$ cat src/rtl/uart_tx_if.sv
// Parallel-side bundle of the UART transmitter: word, strobe, frame configuration
// and the serial line plus busy flag coming back.
interface uart_tx_if #(
    parameter int DATA_WIDTH = 8
);
    // Handshake: DATA_VALID is a one-cycle strobe that is only taken while Busy=0;
    // P_DATA, PAR_EN, PAR_TYP and Prescale must be valid in that same cycle and
    // are free to change afterwards. A strobe seen while Busy=1 is dropped.
    logic [DATA_WIDTH-1:0] P_DATA;
    logic                  DATA_VALID;
    logic                  PAR_EN;
    logic                  PAR_TYP;
    logic [5:0]            Prescale;
    logic                  TX_OUT;
    logic                  Busy;

    modport master (
        output P_DATA, DATA_VALID, PAR_EN, PAR_TYP, Prescale,
        input  TX_OUT, Busy
    );

    modport slave (
        input  P_DATA, DATA_VALID, PAR_EN, PAR_TYP, Prescale,
        output TX_OUT, Busy
    );
endinterface

$ cat src/rtl/uart_tx.sv
// UART transmitter: start bit, LSB-first data, optional parity, stop bit, each bit
// lasting Prescale clock cycles of the shared oversampled clock.
module uart_tx #(
    parameter int DATA_WIDTH = 8
) (
    input  logic       CLK,
    input  logic       RST,
    uart_tx_if.slave   bus,
    output logic [2:0] dbg_state
);
    localparam int BW = (DATA_WIDTH > 1) ? $clog2(DATA_WIDTH) : 1;

    typedef enum logic [2:0] {
        IDLE   = 3'd0,
        START  = 3'd1,
        DATA   = 3'd2,
        PARITY = 3'd3,
        STOP   = 3'd4
    } state_t;

    state_t                state;
    logic [DATA_WIDTH-1:0] shift_reg;
    logic [5:0]            cnt;
    logic [5:0]            prescale_r;
    logic [BW-1:0]         bit_cnt;
    logic                  par_en_r;
    logic                  par_bit;
    logic                  tx_out_r;
    logic                  busy_r;
    logic                  bit_end;

    assign bit_end    = (cnt == prescale_r - 6'd1);
    assign bus.TX_OUT = tx_out_r;
    assign bus.Busy   = busy_r;
    assign dbg_state  = state;

    always_ff @(posedge CLK or negedge RST) begin
        if (!RST) begin
            state      <= IDLE;
            shift_reg  <= '0;
            cnt        <= '0;
            prescale_r <= 6'd1;
            bit_cnt    <= '0;
            par_en_r   <= 1'b0;
            par_bit    <= 1'b0;
            tx_out_r   <= 1'b1;
            busy_r     <= 1'b0;
        end else begin
            // The period counter runs in every non-idle state; each state only
            // decides what happens on its bit boundary.
            if (state != IDLE) begin
                cnt <= bit_end ? 6'd0 : cnt + 6'd1;
            end
            case (state)
                IDLE: begin
                    tx_out_r <= 1'b1;
                    busy_r   <= 1'b0;
                    cnt      <= '0;
                    bit_cnt  <= '0;
                    if (bus.DATA_VALID) begin
                        shift_reg  <= bus.P_DATA;
                        par_en_r   <= bus.PAR_EN;
                        par_bit    <= (^bus.P_DATA) ^ bus.PAR_TYP;
                        prescale_r <= (bus.Prescale == 6'd0) ? 6'd1 : bus.Prescale;
                        tx_out_r   <= 1'b0;
                        busy_r     <= 1'b1;
                        state      <= START;
                    end
                end
                START: begin
                    if (bit_end) begin
                        tx_out_r <= shift_reg[0];
                        state    <= DATA;
                    end
                end
                DATA: begin
                    if (bit_end) begin
                        shift_reg <= shift_reg >> 1;
                        if (bit_cnt == BW'(DATA_WIDTH - 1)) begin
                            bit_cnt <= '0;
                            if (par_en_r) begin
                                tx_out_r <= par_bit;
                                state    <= PARITY;
                            end else begin
                                tx_out_r <= 1'b1;
                                state    <= STOP;
                            end
                        end else begin
                            bit_cnt  <= bit_cnt + 1'b1;
                            tx_out_r <= shift_reg[1];
                        end
                    end
                end
                PARITY: begin
                    if (bit_end) begin
                        tx_out_r <= 1'b1;
                        state    <= STOP;
                    end
                end
                STOP: begin
                    if (bit_end) begin
                        busy_r <= 1'b0;
                        state  <= IDLE;
                    end
                end
                default: begin
                    tx_out_r <= 1'b1;
                    busy_r   <= 1'b0;
                    state    <= IDLE;
                end
            endcase
        end
    end
endmodule

$ cat src/flat_wrapper.sv
// flat-port wrapper written by rule: the top's interface ports become plain ports
module uart_tx_flat 
#(
    parameter int DATA_WIDTH = 8
)
  (CLK, RST, dbg_state, bus_P_DATA, bus_DATA_VALID, bus_PAR_EN, bus_PAR_TYP, bus_Prescale, bus_TX_OUT, bus_Busy);
  uart_tx_if #(.DATA_WIDTH(DATA_WIDTH)) bus_i ();
  input  logic CLK;
  input  logic RST;
  output logic [2:0] dbg_state;
  input wire logic [$bits(bus_i.P_DATA)-1:0] bus_P_DATA;
  input wire logic [$bits(bus_i.DATA_VALID)-1:0] bus_DATA_VALID;
  input wire logic [$bits(bus_i.PAR_EN)-1:0] bus_PAR_EN;
  input wire logic [$bits(bus_i.PAR_TYP)-1:0] bus_PAR_TYP;
  input wire logic [$bits(bus_i.Prescale)-1:0] bus_Prescale;
  output wire logic [$bits(bus_i.TX_OUT)-1:0] bus_TX_OUT;
  output wire logic [$bits(bus_i.Busy)-1:0] bus_Busy;
  assign bus_i.P_DATA = bus_P_DATA;
  assign bus_i.DATA_VALID = bus_DATA_VALID;
  assign bus_i.PAR_EN = bus_PAR_EN;
  assign bus_i.PAR_TYP = bus_PAR_TYP;
  assign bus_i.Prescale = bus_Prescale;
  assign bus_TX_OUT = bus_i.TX_OUT;
  assign bus_Busy = bus_i.Busy;
  uart_tx #(.DATA_WIDTH(DATA_WIDTH)) u_core (.CLK(CLK), .RST(RST), .bus(bus_i), .dbg_state(dbg_state));
endmodule
$ cat config.mk
export PLATFORM = sky130hd
export DESIGN_NAME = uart_tx_flat
export DESIGN_NICKNAME = d
export VERILOG_FILES = /design/src/rtl/uart_tx_if.sv /design/src/rtl/uart_tx.sv /design/src/flat_wrapper.sv
export SDC_FILE = /design/constraint.sdc
export NUM_CORES = 1
export LEC_CHECK = 0
export CAP_MARGIN = 10
export CORE_ASPECT_RATIO = 0.75
export CORE_MARGIN = 5
export CORE_UTILIZATION = 51
export CTS_BUF_LIST = sky130_fd_sc_hd__clkbuf_4 sky130_fd_sc_hd__clkbuf_8
export CTS_CLUSTER_DIAMETER = 200
export DETAILED_ROUTE_END_ITERATION = 8
export GPL_TIMING_DRIVEN = 0
export PLACE_DENSITY = 0.75
export SLEW_MARGIN = 15
export SYNTH_ARGS = -nofsm -noshare
export SYNTH_HDL_FRONTEND = slang
export SYNTH_SLANG_ARGS = --single-unit
$ cat constraint.sdc
create_clock -name CLK -period 2.3 [get_ports CLK]
set_input_delay 0.46 -clock CLK [delete_from_list [all_inputs] [get_ports CLK]]
set_output_delay 0.46 -clock CLK [all_outputs]
set_load 0.05 [all_outputs]
==> flow_metrics.tcl, run 1 <==
set metrics [dict create \
    postSynthAreaPerCell_sq_um 10.5 \
    clock_latency_ns 0.28 \
    crit_arrival_ns 2.49 \
    largest_register_ff_count 8 \
    final_nets 221 \
    synth_xor_area_share_pct 9.55 \
    layout_commonest_cell "dfrtp_1" \
    n_fill_cell 255 \
    postCtsHoldBufs 0 \
    async_flop_share_pct 100 \
    syn2layout_area_growth_pct 24.2 \
    r2r-start "u_core.prescale_r[1]" \
    cap_violations 0 \
    grt_max_degree 31 \
    routedWlPerCell_um 17.3 \
    crit_path_max_fanout 7 \
    synth_compound_area_share_pct 11.3 \
    numClockSinks 30 \
    fin_crit_ns 2.33 \
    rsz0062_at_grt "true" \
    power_density_mw_per_mm2 1390 \
    fp.dieW_um 77.5 \
    wl_um 4130 \
    hpwl_um 2950 \
    startpoint_type "register" \
    ys_ff_latch 30 \
    ys_types 42 \
    synth.area.mux_share_pct 14.0 \
    drt-initial-drc-count 142 \
    layout-drive-gt1-share_pct 22.1 \
    track_usage_pct 18.8 \
    place.gp.congestion 0.805 \
    synth-adder-area-share_pct 2.87 \
    clk_pin_slew_worst_paths_ns 0.06 \
    synthCells 166 \
    synth-simple-area-share_pct 15.2 \
    cts_root_buf "clkbuf_8" \
    rows 18 \
    synth_edf_count 0 \
    setup_viol 6 \
    cts_buffers 5 \
    skew_ns 0.00607 \
    synth_warnings 0 \
    fp.dieH_um 60.6 \
    startpoint "u_core.prescale_r[1]" \
    syn_nets 189 \
    r2r-end "u_core.shift_reg[1]" \
    ff2ff_setup_slack_ns -0.03 \
    final_cell_mix "28 x dfrtp_1, 22 x clkdlybuf4s50_1, 14 x xnor2_1, 11 x nor2_1, 11 x mux2_2" \
    cp.required_ns 2.46 \
    ir_worst_vdd_mv 0.644 \
    finalWorstSetupSlack_ns -0.0251 \
    vias 1406 \
    clock_path_buffers 2 \
    dp_cells 229 \
    endpoint_kind "register" \
    synth_area_sq_mm 0.00174 \
    grt_pass1_wl_um 6830 \
    seq_area_frac_synth_pct 43.2 \
    num_io_pins 24 \
    hold_class "in2async" \
    leakagePower_uw 0.000941 \
    final_cells 239 \
    initial_utilization_pct 53.0 \
    antenna_found_initial 0 \
    status "complete, but fails checks" \
    fmax_mhz 430 \
    via_per_inst 5.88 \
    synth_flop_cell "dfrtp_1" \
    failed_checks "setup timing" \
    htree_levels 2 \
    hold_violations 0 \
    die_area_sq_mm 0.00470 \
    tightest_slew_ns 0.673 \
    synth_top_family_by_area "simple AND/OR/NAND/NOR gates" \
    overflow 0 \
    setup_tns_ns -0.132 \
    grt_pass1_vias 1535 \
    ant_nets 0 \
    io_buffers 23 \
    slew_viol_final 0 \
    drc 0 \
    fin_crit_sh_pct 101 \
    coreArea_sq_mm 0.00329 \
    tritoncts "built" \
    diodes 0 \
    crit_type "reg2reg" \
    max-slew-margin-rel_pct 55.1 \
    reg2regPathDepth 8 \
    dr.pass1.iters 5 \
]
## routing by layer
metal / vias to the layer above / track usage [%] / routed length [um]
li1: 656 / - / -
met1: 659 / 22.5 / 1740
met2: 72 / 30.2 / 2000
met3: 19 / 5.64 / 271
met4: 0 / 12.0 / 124
met5: - / 0 / 0
## critical path: stages, from the launching register on
cell and delay, ns:
dfrtp_1 0.39, inv_2 0.08, ha_4 0.15, or3b_1 0.38
a211oi_2 0.32, nand4_2 0.17, o31a_1 0.29, buf_6 0.15
mux2_4 0.29
## synth_stat cells, types with 4 or more instances
master,instances,area [sq um]
mux2_2,11,124
nor2_1,11,41.3
nor3_1,6,30.0
xor2_1,5,43.8
xnor2_1,14,123
nand3_1,8,40.0
inv_1,10,37.5
nand2_1,10,37.5
ha_1,4,50.1
a21oi_1,4,20.0
clkbuf_1,5,18.8
dfrtp_1,28,701
mux2_4,6,90.1
## through the flow
| step | power (uW) | hold WS, ns | util (%) | setup WS, ns | area, sq um |
|---|---|---|---|---|---|
| final | 3010 | 0.217 | 65.8 | -0.0251 | 2160 |
| after global routing | 3220 | 0.277 | 65.8 | -0.0870 | 2160 |
| after CTS | 2920 | 0.234 | 65.0 | 0.00710 | 2140 |
| after detailed placement | 2410 | 0.478 | 61.3 | -0.288 | 2020 |
| after global placement | 2340 | 0.471 | 61.5 | -0.153 | 2020 |
| after floorplan | 2030 | 0.164 | - | 0.00728 | 1740 |
## logic make-up after synthesis
group,after synthesis
muxes,20
and+or+nand+nor,51
AOI/OAI and AO/OA,26
adders and majority gates,4
buffers and inverters,16
DFF,30
xor gates and xnor gates,19
## report_power, final
group | internal, uW | total, uW | switching, uW
combinational | 718 | 1540 | 824
clock | 252 | 441 | 188
sequential | 783 | 1030 | 250
## what timing repair did
item,CTS,global route
endpoints found under the hold margin,0,0
resized for setup,4,6
pin swaps,4,3
setup endpoints to repair,10,13
buffers inserted,2,1
## cell type report
type,count,area (sq um),area share (%)
clock inverters,1,5.00,0.231
well taps,40,50.0,2.31
repair buffers,26,248,11.5
multi-input cells,120,953,44.1
inverters,10,37.5,1.74
flip-flops and latches,30,753,34.8
clock buffers,7,90.1,4.16
plain buffers,5,26.3,1.21
## how the worst max path moves through the flow
stage	slack, ns	cells after the start	to
after global placement	-0.15	8	u_core.shift_reg[4]
after global routing	-0.09	8	u_core.shift_reg[5]
after CTS	0.007	8	u_core.shift_reg[4]
after detailed placement	-0.29	8	u_core.shift_reg[1]
final	-0.03	8	u_core.shift_reg[1]
after floorplan	0.007	8	u_core.shift_reg[1]
No activity file was read; power rests on OpenSTA's default activity.
==> inputs of run 2 (changes only) <==
- CAP_MARGIN: 10 -> 0
- SETUP_SLACK_MARGIN: not set -> 0.2
==> flow_metrics.tcl, run 2 (synthesis results as in run 1) <==
set metrics [dict create \
    tightest_slew_ns 0.664 \
    status "finished clean" \
    fin_crit_sh_pct 99.1 \
    hold_violations 0 \
    cap_violations 0 \
    intPower_uw 1950 \
    fmax_mhz 439 \
    ir_worst_vdd_mv 0.983 \
    track_usage_pct 18.3 \
    postCtsHoldBufs 0 \
    routedWlPerCell_um 17.2 \
    crit_arrival_ns 2.44 \
    switching_share_pct 42.3 \
    leakagePower_uw 0.00101 \
    syn2layout_area_growth_pct 33.5 \
    fp.dieW_um 77.5 \
    cp.required_ns 2.46 \
    layout-drive-gt1-share_pct 29.8 \
    die_area_sq_mm 0.00470 \
    drt-initial-drc-count 113 \
    grt_pass1_vias 1351 \
    critical-path-max-stage-delay_ns 0.55 \
    largest_register_ff_count 8 \
    final_cell_mix "28 x dfrtp_1, 20 x clkdlybuf4s50_1, 14 x xnor2_1, 11 x mux2_2, 10 x nor2_1" \
    dp_cells 229 \
    num_io_pins 24 \
    diodes 0 \
    drc 0 \
    ant_nets 0 \
    timing.critical_path.cells "inv_2 -> ha_4 -> xor2_1 -> o21a_1 -> and2_1 -> clkbuf_8 -> o31a_1 -> buf_6 -> mux2_4" \
    tritoncts "built" \
    layout_commonest_cell "dfrtp_1" \
    startpoint_type "register" \
    endpoint_kind "register" \
    critPathSlowestCell "dfstp_2" \
    clock_latency_ns 0.28 \
    rsz0062_at_grt "true" \
    path_delay_family "flip-flops" \
    coreArea_sq_mm 0.00329 \
    clk_pin_slew_worst_paths_ns 0.06 \
    path_buf_inv 3 \
    clock_path_buffers 2 \
    dp_slack_ns -0.0555 \
    crit_type "reg2reg" \
    power_density_mw_per_mm2 1450 \
    hold_class "in2async" \
    final_cells 248 \
    place.gp.congestion 0.810 \
    finalWorstSetupSlack_ns 0.0208 \
    initial_utilization_pct 53.0 \
    rows 18 \
    htree_levels 2 \
    power.share.clock_pct 13.1 \
    setup_viol 0 \
    crit_path_max_fanout 7 \
    max-slew-margin-rel_pct 55.8 \
    p_comb_share_pct 56.8 \
    seqPwrFrac_pct 30.2 \
    skew_ns 0.00676 \
    hpwl_um 2680 \
    grt_max_degree 31 \
    final_nets 230 \
    setup_tns_ns 0 \
    final_core_util_pct 70.7 \
    io_buffers 23 \
    dr.pass1.iters 4 \
    slew_viol_final 0 \
    wl_um 4260 \
    fp.dieH_um 60.6 \
    numClockSinks 30 \
    fin_crit_ns 2.28 \
    overflow 0 \
    via_per_inst 5.68 \
    grt_pass1_wl_um 6580 \
    p_switching_uw 1430 \
    cts_root_buf "clkbuf_8" \
    cts_buffers 5 \
    antenna_found_initial 0 \
    vias 1408 \
]
## run 2: cell types whose count changed in the layout (fill, tap and decap cells not counted), sizes merged
cell           before  now
buf                 5   13
clkdlybuf4s50      22   20
clkbuf             11   12
dlygate4sd2         0    1
dlymetal6s2s        0    1
## run 2: worst register-to-register path: cells and delay by family (launching register included)
| family | cells | cell delay, ns |
|---|---|---|
| muxes | 1 | 0.29 |
| adders and majority gates | 1 | 0.16 |
| DFF | 1 | 0.55 |
| buffers and inverters | 3 | 0.33 |
| AOI/OAI and AO/OA | 2 | 0.51 |
| and+or+nand+nor | 1 | 0.16 |
| xor gates and xnor gates | 1 | 0.16 |
## run 2: final cells by class
| type | instances | area (sq um) |
|---|---|---|
| Fill cell | 232 | 963 |
| Tap cell | 40 | 50.0 |
| Multi-Input combinational cell | 120 | 1030 |
| Sequential cell | 30 | 753 |
| Inverter | 10 | 37.5 |
| Clock inverter | 1 | 5.00 |
| Buffer | 6 | 40.0 |
| Timing Repair Buffer | 34 | 317 |
| Clock buffer | 7 | 90.1 |
## run 2: worst paths after layout
| check | from | end | slack [ns] | cells after the start |
|---|---|---|---|---|
| max | u_core.prescale_r[0] | u_core.shift_reg[5] | 0.02 | 9 |
| min in group CLK | u_core.par_bit | u_core.par_bit | 0.48 | 2 |
| min | RST | u_core.shift_reg[6] | 0.21 | 1 |
| max reg2reg | u_core.prescale_r[0] | u_core.shift_reg[5] | 0.02 | 9 |
| max in group asynchronous | RST | u_core.prescale_r[5] | 1.66 | 1 |
| min reg2reg | u_core.par_bit | u_core.par_bit | 0.48 | 2 |
## run 2: timing repair
| item | 4_1_cts | 5_1_grt |
|---|---|---|
| pin swaps | 7 | 2 |
| setup buffers | 8 | 3 |
| cloned | 0 | 0 |
| resized for setup | 10 | 14 |
| hold endpoints to repair | 0 | 0 |
| setup endpoints to repair | 13 | 23 |
## run 2: stage by stage
stage                     power [uW]  hold WS (ns)  instance area [sq um]
after detailed placement        2430         0.473                   2040
after floorplan                 2090         0.164                   1760
after CTS                       3090         0.237                   2230
after global routing            3590         0.273                   2320
final                           3380         0.213                   2320
after global placement          2400         0.470                   2040
## run 2: power groups by stage
| stage | Combinational [uW] | Sequential [uW] | Clock [uW] |
|---|---|---|---|
| final | 1920 | 1020 | 442 |
| after global routing | 2060 | 1050 | 479 |
| after CTS | 1630 | 1010 | 451 |
| after detailed placement | 1420 | 1010 | 0 |
| after global placement | 1400 | 1000 | 0 |
| after floorplan | 1020 | 1070 | 0 |
## run 2: metal layers
layer  wire, um  global-route usage (%)  share of wire, %  vias up
met4         86                    8.58               2.0        0
met2       2080                    29.4                49       42
met1       1890                    23.7                44      677
met5          0                       0                 0        -
met3        214                    4.60               5.0       10
li1           -                       -                 -      679
==> inputs of run 3 (changes only) <==
- CORE_UTILIZATION: 51 -> 49
- CTS_BUF_LIST: sky130_fd_sc_hd__clkbuf_4 sky130_fd_sc_hd__clkbuf_8 -> sky130_fd_sc_hd__clkbuf_16
- PLACE_DENSITY: 0.75 -> 0.72
==> flow_metrics.tcl, run 3 (synthesis results as in run 1) <==
set metrics [dict create \
    status "finished clean" \
    ir_worst_vdd_mv 0.765 \
    cap_violations 0 \
    die_area_sq_mm 0.00486 \
    routedWlPerCell_um 16.8 \
    dr.pass1.iters 4 \
    power_density_mw_per_mm2 1510 \
    p_switching_uw 1390 \
    syn2layout_area_growth_pct 35.4 \
    htree_levels 2 \
    skew_ns 0.00622 \
    clk_pin_slew_worst_paths_ns 0.05 \
    drt-initial-drc-count 99 \
    grt_pass1_vias 1456 \
    hpwl_um 2840 \
    crit_path_max_fanout 7 \
    clock_latency_ns 0.28 \
    overflow 0 \
    fp.dieW_um 78.8 \
    timing.hold.ws_ns 0.202 \
    power.share.clock_pct 20.9 \
    switching_share_pct 38.9 \
    setup_viol 0 \
    fin_crit_ns 2.26 \
    postCtsHoldBufs 0 \
    track_usage_pct 18.7 \
    wl_um 4160 \
    io_buffers 23 \
    fin_crit_sh_pct 98.4 \
    rows 18 \
    ant_nets 0 \
    n_fill_cell 245 \
    fp.dieH_um 61.6 \
    via_per_inst 5.62 \
    tritoncts "built" \
    fin_area_sq_mm 0.00236 \
    initial_utilization_pct 51.9 \
    hold_class "in2async" \
    intPower_uw 2170 \
    hold_violations 0 \
    rsz0062_at_grt "true" \
    grt_pass1_wl_um 6700 \
    cp.required_ns 2.46 \
    cts_buffers 5 \
    largest_register_ff_count 8 \
    cts_root_buf "clkbuf_16" \
    place.gp.congestion 0.826 \
    fmax_mhz 442 \
    numClockSinks 30 \
    seqPwrFrac_pct 28.7 \
    vias 1387 \
    layout_commonest_cell "dfrtp_1" \
    endpoint_kind "register" \
    p_comb_share_pct 50.4 \
    final_nets 229 \
    max-slew-margin-rel_pct 56.9 \
    crit_arrival_ns 2.42 \
    clock_path_buffers 2 \
    startpoint_type "register" \
    grt_max_degree 31 \
    final_cell_mix "28 x dfrtp_1, 20 x clkdlybuf4s50_1, 14 x xnor2_1, 11 x mux2_2, 10 x nor2_1" \
    placed_area_sq_mm 0.00204 \
    num_io_pins 24 \
    antenna_found_initial 0 \
    coreArea_sq_mm 0.00336 \
    crit_type "reg2reg" \
    layout-drive-gt1-share_pct 28.0 \
    drc 0 \
    tightest_slew_ns 0.646 \
    slew_viol_final 0 \
    diodes 0 \
    total_power_uw 3560 \
    leakagePower_uw 0.00104 \
]
run 3: final cells by class:
type | instances | area [sq um] | share of cell area [%]
tap | 40 | 50.0 | 2.12
inverter | 10 | 37.5 | 1.59
clock inverter | 3 | 45.0 | 1.91
sequential | 30 | 753 | 31.9
clock buffer | 5 | 125 | 5.31
buffer | 6 | 40.0 | 1.70
timing repair buffer | 33 | 309 | 13.1
multi-input combinational | 120 | 998 | 42.3
run 3: repair_timing:
action	in CTS	in global routing
setup endpoints to repair	20	24
pin swaps	4	2
buffers inserted	8	2
gates resized for setup	9	9
run 3: path summary, 6_finish.rpt:
| check | slack, ns | start | to | depth (start not counted) |
|---|---|---|---|---|
| min in group CLK | 0.48 | u_core.par_bit | u_core.par_bit | 2 |
| max in group asynchronous | 1.67 | RST | u_core.dbg_state[0] | 1 |
| worst min-delay path | 0.20 | RST | u_core.prescale_r[5] | 1 |
| worst max-delay path | 0.04 | u_core.prescale_r[0] | u_core.shift_reg[2] | 9 |
| worst min register to register | 0.48 | u_core.par_bit | u_core.par_bit | 2 |
| worst max register to register | 0.04 | u_core.prescale_r[0] | u_core.shift_reg[2] | 9 |
run 3: per-layer routing:
layer | track usage [%] | part of all wire, %
met1 | 22.4 | 45
met2 | 31.4 | 47
met3 | 5.26 | 5.8
met5 | 0 | 0
met4 | 9.80 | 2.7
run 3: power groups by stage:
| stage | Combinational (uW) | Clock (uW) | Sequential, uW |
|---|---|---|---|
| after floorplan | 1020 | 0 | 1070 |
| after global placement | 1390 | 0 | 1010 |
| after detailed placement | 1430 | 0 | 1030 |
| after CTS | 1660 | 750 | 1010 |
| after global routing | 1940 | 767 | 1050 |
| final | 1790 | 744 | 1020 |
run 3: critical path: stages (launching register included):
cell	delay, ns
dfstp_2	0.55
inv_2	0.05
ha_4	0.16
xor2_1	0.16
o21a_1	0.19
and2_1	0.16
clkbuf_8	0.13
o31a_1	0.30
buf_6	0.15
mux2_4	0.30
run 3: metrics by stage:
stage | cells | setup WS [ns] | util [%] | TNS, ns
after floorplan | 166 | 0.102 | - | 0
after global placement | 229 | -0.0312 | 60.9 | -0.167
after detailed placement | 229 | -0.100 | 60.8 | -0.537
after CTS | 245 | 0.0568 | 68.7 | 0
after global routing | 247 | -0.0178 | 70.3 | -0.116
final | 247 | 0.0362 | 70.3 | 0
